$ cat src/rtl/scroll_sequencer_pkg.sv
// Shared definitions for the scroll sequencer: state encoding, pattern count
// and default widths, plus the pattern-index wrap helper.
package scroll_sequencer_pkg;

  typedef enum logic [1:0] {
    ST_IDLE  = 2'd0,
    ST_RUN   = 2'd1,
    ST_PAUSE = 2'd2
  } seq_state_t;

  localparam int PATTERN_COUNT = 4;
  localparam int XW_DEFAULT    = 10;
  localparam int FW_DEFAULT    = 9;

  // Next pattern index, wrapping after the last pattern.
  function automatic logic [1:0] next_pattern(input logic [1:0] cur);
    logic [1:0] last;
    last = 2'(PATTERN_COUNT - 1);
    if (cur == last) begin
      return 2'd0;
    end else begin
      return cur + 2'd1;
    end
  endfunction

endpackage

$ cat src/rtl/scroll_sequencer_if.sv
// Control/status bundle between the frame-rate sequencer and its neighbours.
// The slave modport is the sequencer side; master is the driving side.
interface scroll_sequencer_if #(
  parameter int XW = 10,
  parameter int FW = 9
);
  logic          vsync;
  logic [2:0]    speed;
  logic          dir;
  logic          pause;
  logic          step;
  logic [XW-1:0] scroll_x;
  logic [XW-1:0] scroll_y;
  logic [1:0]    pattern_sel;
  logic [FW-1:0] frame_no;
  logic          frame_tick;
  logic          running;

  modport master (
    output vsync, speed, dir, pause, step,
    input  scroll_x, scroll_y, pattern_sel, frame_no, frame_tick, running
  );

  modport slave (
    input  vsync, speed, dir, pause, step,
    output scroll_x, scroll_y, pattern_sel, frame_no, frame_tick, running
  );
endinterface

$ cat src/rtl/scroll_sequencer_edge_detect.sv
// Rising-edge detector. The previous-value register resets to PREV_RST so a
// level already high at reset release does not produce a false edge.
module edge_detect #(
  parameter logic PREV_RST = 1'b1
) (
  input  logic clk,
  input  logic reset,
  input  logic d,
  output logic rise
);
  logic prev;

  // Remember last cycle's input level.
  always_ff @(posedge clk) begin
    if (reset) begin
      prev <= PREV_RST;
    end else begin
      prev <= d;
    end
  end

  assign rise = d & ~prev;
endmodule

$ cat src/rtl/scroll_sequencer.sv
// Frame-rate sequencer for the VGA pattern datapath: detects the vsync rising
// edge in the pixel clock domain and advances scroll offset, pattern index and
// frame counter through an IDLE/RUN/PAUSE state machine.
// Optional: define SCROLL_SEQ_VSCROLL_EN to enable vertical scrolling
// (scroll_y counts advances); otherwise scroll_y is constant 0.
module scroll_sequencer
  import scroll_sequencer_pkg::*;
#(
  parameter int XW           = XW_DEFAULT,
  parameter int FW           = FW_DEFAULT,
  parameter int DWELL_FRAMES = 120
) (
  input  logic              clk,
  input  logic              reset,
  scroll_sequencer_if.slave bus
);
  localparam int DW = (DWELL_FRAMES > 1) ? $clog2(DWELL_FRAMES) : 1;

  logic          fe;
  logic          step_rise;
  seq_state_t    state;
  logic [XW-1:0] scroll_x;
  logic [1:0]    pattern_sel;
  logic [FW-1:0] frame_no;
  logic          frame_tick;
  logic          running;
  logic          step_pend;
  logic [DW-1:0] dwell_cnt;
  logic          advance;
  logic          step_pend_next;
  logic [XW-1:0] step_amt;

  edge_detect #(.PREV_RST(1'b1)) u_vsync_edge (
    .clk(clk), .reset(reset), .d(bus.vsync), .rise(fe)
  );

  edge_detect #(.PREV_RST(1'b1)) u_step_edge (
    .clk(clk), .reset(reset), .d(bus.step), .rise(step_rise)
  );

  assign step_amt = XW'(bus.speed);

  // Decide whether this frame edge moves the pattern forward.
  always_comb begin
    advance = 1'b0;
    if (fe) begin
      case (state)
        ST_RUN:   advance = ~bus.pause;
        ST_PAUSE: advance = ~bus.pause | step_pend;
        default:  advance = 1'b0;
      endcase
    end else begin
      advance = 1'b0;
    end
  end

  // Single-step request: only meaningful in PAUSE; a new edge in the same
  // cycle as a consuming frame edge is kept for the following frame.
  always_comb begin
    step_pend_next = step_pend;
    if (state != ST_PAUSE) begin
      step_pend_next = 1'b0;
    end else if (fe && !bus.pause) begin
      step_pend_next = 1'b0;
    end else if (step_rise) begin
      step_pend_next = 1'b1;
    end else if (fe && step_pend) begin
      step_pend_next = 1'b0;
    end else begin
      step_pend_next = step_pend;
    end
  end

  // State machine and all frame-rate registers, committed on the frame edge.
  always_ff @(posedge clk) begin
    if (reset) begin
      state       <= ST_IDLE;
      running     <= 1'b0;
      frame_tick  <= 1'b0;
      frame_no    <= {FW{1'b0}};
      scroll_x    <= {XW{1'b0}};
      pattern_sel <= 2'd0;
      dwell_cnt   <= {DW{1'b0}};
      step_pend   <= 1'b0;
    end else begin
      frame_tick <= fe;
      step_pend  <= step_pend_next;
      if (fe) begin
        frame_no <= frame_no + {{(FW-1){1'b0}}, 1'b1};
        case (state)
          ST_IDLE: begin
            state   <= bus.pause ? ST_PAUSE : ST_RUN;
            running <= ~bus.pause;
          end
          ST_RUN: begin
            state   <= bus.pause ? ST_PAUSE : ST_RUN;
            running <= ~bus.pause;
          end
          ST_PAUSE: begin
            state   <= bus.pause ? ST_PAUSE : ST_RUN;
            running <= ~bus.pause;
          end
          default: begin
            state   <= ST_IDLE;
            running <= 1'b0;
          end
        endcase
      end
      if (advance) begin
        scroll_x <= bus.dir ? (scroll_x - step_amt) : (scroll_x + step_amt);
        if (dwell_cnt == DW'(DWELL_FRAMES - 1)) begin
          dwell_cnt   <= {DW{1'b0}};
          pattern_sel <= next_pattern(pattern_sel);
        end else begin
          dwell_cnt <= dwell_cnt + {{(DW-1){1'b0}}, 1'b1};
        end
      end
    end
  end

`ifdef SCROLL_SEQ_VSCROLL_EN
  logic [XW-1:0] scroll_y;

  // Vertical offset steps by one on every advance, regardless of speed/dir.
  always_ff @(posedge clk) begin
    if (reset) begin
      scroll_y <= {XW{1'b0}};
    end else if (advance) begin
      scroll_y <= scroll_y + {{(XW-1){1'b0}}, 1'b1};
    end
  end

  assign bus.scroll_y = scroll_y;
`else
  assign bus.scroll_y = {XW{1'b0}};
`endif

  assign bus.scroll_x    = scroll_x;
  assign bus.pattern_sel = pattern_sel;
  assign bus.frame_no    = frame_no;
  assign bus.frame_tick  = frame_tick;
  assign bus.running     = running;
endmodule

$ cat src/flat_wrapper.sv
// flat-port wrapper written by rule: the top's interface ports become plain ports
module scroll_sequencer_flat import scroll_sequencer_pkg::*;
#(
  parameter int XW           = XW_DEFAULT,
  parameter int FW           = FW_DEFAULT,
  parameter int DWELL_FRAMES = 120
)
  (clk, reset, bus_vsync, bus_speed, bus_dir, bus_pause, bus_step, bus_scroll_x, bus_scroll_y, bus_pattern_sel, bus_frame_no, bus_frame_tick, bus_running);
  scroll_sequencer_if #(.XW(XW), .FW(FW)) bus_i ();
  input  logic clk;
  input  logic reset;
  input wire logic [$bits(bus_i.vsync)-1:0] bus_vsync;
  input wire logic [$bits(bus_i.speed)-1:0] bus_speed;
  input wire logic [$bits(bus_i.dir)-1:0] bus_dir;
  input wire logic [$bits(bus_i.pause)-1:0] bus_pause;
  input wire logic [$bits(bus_i.step)-1:0] bus_step;
  output wire logic [$bits(bus_i.scroll_x)-1:0] bus_scroll_x;
  output wire logic [$bits(bus_i.scroll_y)-1:0] bus_scroll_y;
  output wire logic [$bits(bus_i.pattern_sel)-1:0] bus_pattern_sel;
  output wire logic [$bits(bus_i.frame_no)-1:0] bus_frame_no;
  output wire logic [$bits(bus_i.frame_tick)-1:0] bus_frame_tick;
  output wire logic [$bits(bus_i.running)-1:0] bus_running;
  assign bus_i.vsync = bus_vsync;
  assign bus_i.speed = bus_speed;
  assign bus_i.dir = bus_dir;
  assign bus_i.pause = bus_pause;
  assign bus_i.step = bus_step;
  assign bus_scroll_x = bus_i.scroll_x;
  assign bus_scroll_y = bus_i.scroll_y;
  assign bus_pattern_sel = bus_i.pattern_sel;
  assign bus_frame_no = bus_i.frame_no;
  assign bus_frame_tick = bus_i.frame_tick;
  assign bus_running = bus_i.running;
  scroll_sequencer #(.XW(XW), .FW(FW), .DWELL_FRAMES(DWELL_FRAMES)) u_core (.clk(clk), .reset(reset), .bus(bus_i));
endmodule
$ cat config.mk
export PLATFORM = sky130hd
export DESIGN_NAME = scroll_sequencer_flat
export DESIGN_NICKNAME = d
export VERILOG_FILES = /design/src/rtl/scroll_sequencer_pkg.sv /design/src/rtl/scroll_sequencer_if.sv /design/src/rtl/scroll_sequencer_edge_detect.sv /design/src/rtl/scroll_sequencer.sv /design/src/flat_wrapper.sv
export SDC_FILE = /design/constraint.sdc
export NUM_CORES = 1
export LEC_CHECK = 0
export BUFFER_PORTS_ARGS = -buffer_cell sky130_fd_sc_hd__buf_2
export CAP_MARGIN = 20
export CORE_MARGIN = 2
export CORE_UTILIZATION = 41
export DETAILED_ROUTE_END_ITERATION = 12
export PLACE_DENSITY = 0.65
export SYNTH_ARGS = -nofsm -noshare
export SYNTH_HDL_FRONTEND = slang
export SYNTH_HIERARCHICAL = 1
export SYNTH_SLANG_ARGS = --single-unit
$ cat constraint.sdc
create_clock -name clk -period 4.19 [get_ports clk]
set_input_delay 0.6285 -clock clk [delete_from_list [all_inputs] [get_ports clk]]
set_output_delay 0.6285 -clock clk [all_outputs]
set_load 0.05 [all_outputs]
==> reports/qor.yml <==
crit_fanout: 5
multi_input_area_um2: 1230
fp.dieW_um: 74.7
cts_buffers: 5
dieArea_um2: 5590
timing.fmax_mhz: 372
reg2reg_depth: 7
gp_congestion: 0.892
grt_pass1_vias: 1435
hold_viol: 0
port_buffers: 31
area_growth_pct: 14.5
worstReg2RegStart: "u_core/state[0]"
min_path_type: "reg2reg"
cts_tree: "built"
drc: 0
clk_pin_slew_ps: 80
grt_max_degree: 45
ys_ff_latch: 34
max-vdd-ir-drop_mv: 0.147
slew_headroom_pct: 52.7
cts_root_buf: "clkbuf_8"
wl_per_cell_um: 11.4
worst_r2r_endpoint: "u_core/bus.pattern_sel[0]"
synthCells: 234
power.leakage_nw: 1.04
ctsResizeCount: 0
drt.antenna.violating_nets: 0
fill_cells: 478
fin_crit_ps: 2690
rsz0062_at_grt: "no"
fin_nets: 292
synth_edf_count: 0
clock_sinks: 34
io_pins: 42
setup_viol: 0
syn-cell-area_um2: 2050
synth_warnings: 6
vias: 1640
async_reset_ff_share_pct: 0
p_per_area_nw_per_um2: 331
drive_gt1_share_pct: 18.0
firstDrtPassIters: 4
crit_arrival_ps: 2850
cp_data_required_time_ps: 4340
hold_buffers: 0
rrSetupSlack_ps: 2080
core_area_um2: 4790
grt_usage_pct: 14.6
period_share_pct: 64.2
gr-total-overflow: 0
setup_tns_ps: 0
pre_cts_ws_ps: 1230
setup_ws_ps: 1500
holdWs_ps: 509
synthFlopType: "dfxtp_1"
initialDrtViolationCount: 101
startpoint: "bus_speed[0]"
setup.worst_path.end: "u_core/bus.scroll_x[9]"
fin_skew_ps: 5.93
hold_path_startpoint: "u_core/bus.frame_no[7]"
grt_pass1_wl_um: 6340
die_h_um: 74.7
synth_cell_type_count: 53
wl_um: 3790
regArea_um2: 681
clk_path_buf_depth: 2
cts_setup_buffers: 0
avgSynthCellArea_um2: 8.77
tightest_slew_ps: 709
p_total_mw: 0.777
n_antenna_cell: 0
via_per_inst: 4.92
status: "finished clean"
drv_cap: 0
htree_levels: 2
initial_core_util_pct: 42.9
drv_slew: 0
antenna_found_initial: 0
dp_hpwl_um: 2620
worstSkewPairLatency_ps: 280
path_class: "in2reg"
ys_seq_area_share_pct: 33.2
crit_path_end_kind: "register"
startpoint_type: "input pin"
row_count: 25
## flip-flops by register name, indices dropped and copies added, names as in the netlist
register and count:
u_core/step_pend 1, u_core/state 2, u_core/bus.pattern_sel 2, u_core/bus.frame_no 9, u_core/bus.scroll_x 10, u_core/bus.frame_tick 1, u_core/dwell_cnt 7, u_core/u_vsync_edge/prev 1
u_core/u_step_edge/prev 1
## worst min path at each step
stage | end | slack (ps) | cells past startpoint
2_1_floorplan | u_core/dwell_cnt[6] | 480 | 2
4_1_cts | u_core/bus.scroll_x[0] | 510 | 2
3_3_place_gp | u_core/bus.frame_no[7] | 490 | 2
5_1_grt | u_core/u_step_edge/prev | 540 | 2
6_report | u_core/bus.frame_no[7] | 510 | 2
3_5_place_dp | u_core/bus.frame_no[8] | 500 | 2
## cell families (layout without fill, tap and decap cells)
family,count (synthesis),after routing,synth area share [%]
simple gates,97,97,25.8
flops,34,34,33.2
mux,10,10,4.94
other cells,1,10,0.183
fa+ha+maj,18,18,11.3
xor+xnor,12,12,5.12
buf+inv,29,52,8.29
compound gates,33,33,11.2
## metrics by stage
| step | cell area [um^2] | util, % | std cells |
|---|---|---|---|
| floorplan | 2090 | - | 243 |
| global route | 2350 | 49.1 | 333 |
| CTS | 2350 | 49.1 | 333 |
| global placement | 2210 | 46.2 | 325 |
| detailed placement | 2210 | 46.2 | 325 |
| finish | 2350 | 49.1 | 333 |
## synth_stat cells, types with 4 or more instances
cell      instances  area share, %
xor2_1            8            3.4
nor3_1            8            2.0
dfxtp_1          34             33
or3_1             5            1.5
nand2b_1          6            1.8
nor2_1           30            5.5
inv_1            10            1.8
xnor2_1           4            1.7
nor2b_1           8            2.4
o21a_1            5            1.8
a21oi_1           8            2.0
nand3_1           7            1.7
ha_1             17             10
nand4_1           8            2.4
nand2_1           6            1.1
buf_4            12            4.4
mux2i_1           9            4.4
## power by group
group          switching (mW)  internal (mW)  total, mW
Combinational          0.0580         0.0254     0.0834
Sequential            0.00197          0.326      0.328
Clock                   0.127          0.238      0.366
## routing by layer
| metal | routed length (um) | vias up | GRT usage [%] |
|---|---|---|---|
| met1 | 1870 | 738 | 18.8 |
| li1 | - | 866 | - |
| met2 | 1740 | 32 | 23.5 |
| met4 | 55 | 0 | 6.55 |
| met5 | 0 | - | 0 |
| met3 | 130 | 4 | 3.21 |
## cells in the final DEF, fill, tap and decap left out, types with 2 or more instances in the layout
cell type,netlist,routed
dfxtp_1,34,34
buf_2,1,31
nor2_1,30,30
ha_1,17,17
inv_1,10,10
conb_1,1,10
mux2i_1,9,9
nor3_1,8,8
nand4_1,8,8
a21oi_1,8,8
xor2_1,8,8
nor2b_1,8,8
nand3_1,7,7
nand2_1,6,6
nand2b_1,6,6
clkbuf_8,0,5
or3_1,5,5
o21a_1,5,5
xnor2_1,4,4
o21ai_0,3,3
and3_1,3,3
o221ai_1,3,3
bufinv_16,0,2
and2_1,2,2
nor4_1,2,2
nand4b_1,2,2
a211oi_1,2,2
buf_4,12,2
or2_1,2,2
## worst max-delay path, cell delays in order
cell      delay (ps)
buf_2            100
inv_1             40
ha_1             190
ha_1             160
or2_2            310
ha_1             350
and2_1           200
nand4_1          110
o21ai_1          250
nor4_1           100
a311oi_1         270
nand4_1          110
## cell type report
cell class / instances / area share [%]
inverter: 11 / 1.76
timing repair buffer: 33 / 7.25
clock inverter: 3 / 2.93
tap: 67 / 3.57
sequential: 34 / 29.0
clock buffer: 5 / 2.93
multi-input combinational: 180 / 52.6
(Power assumes the default switching activity.)
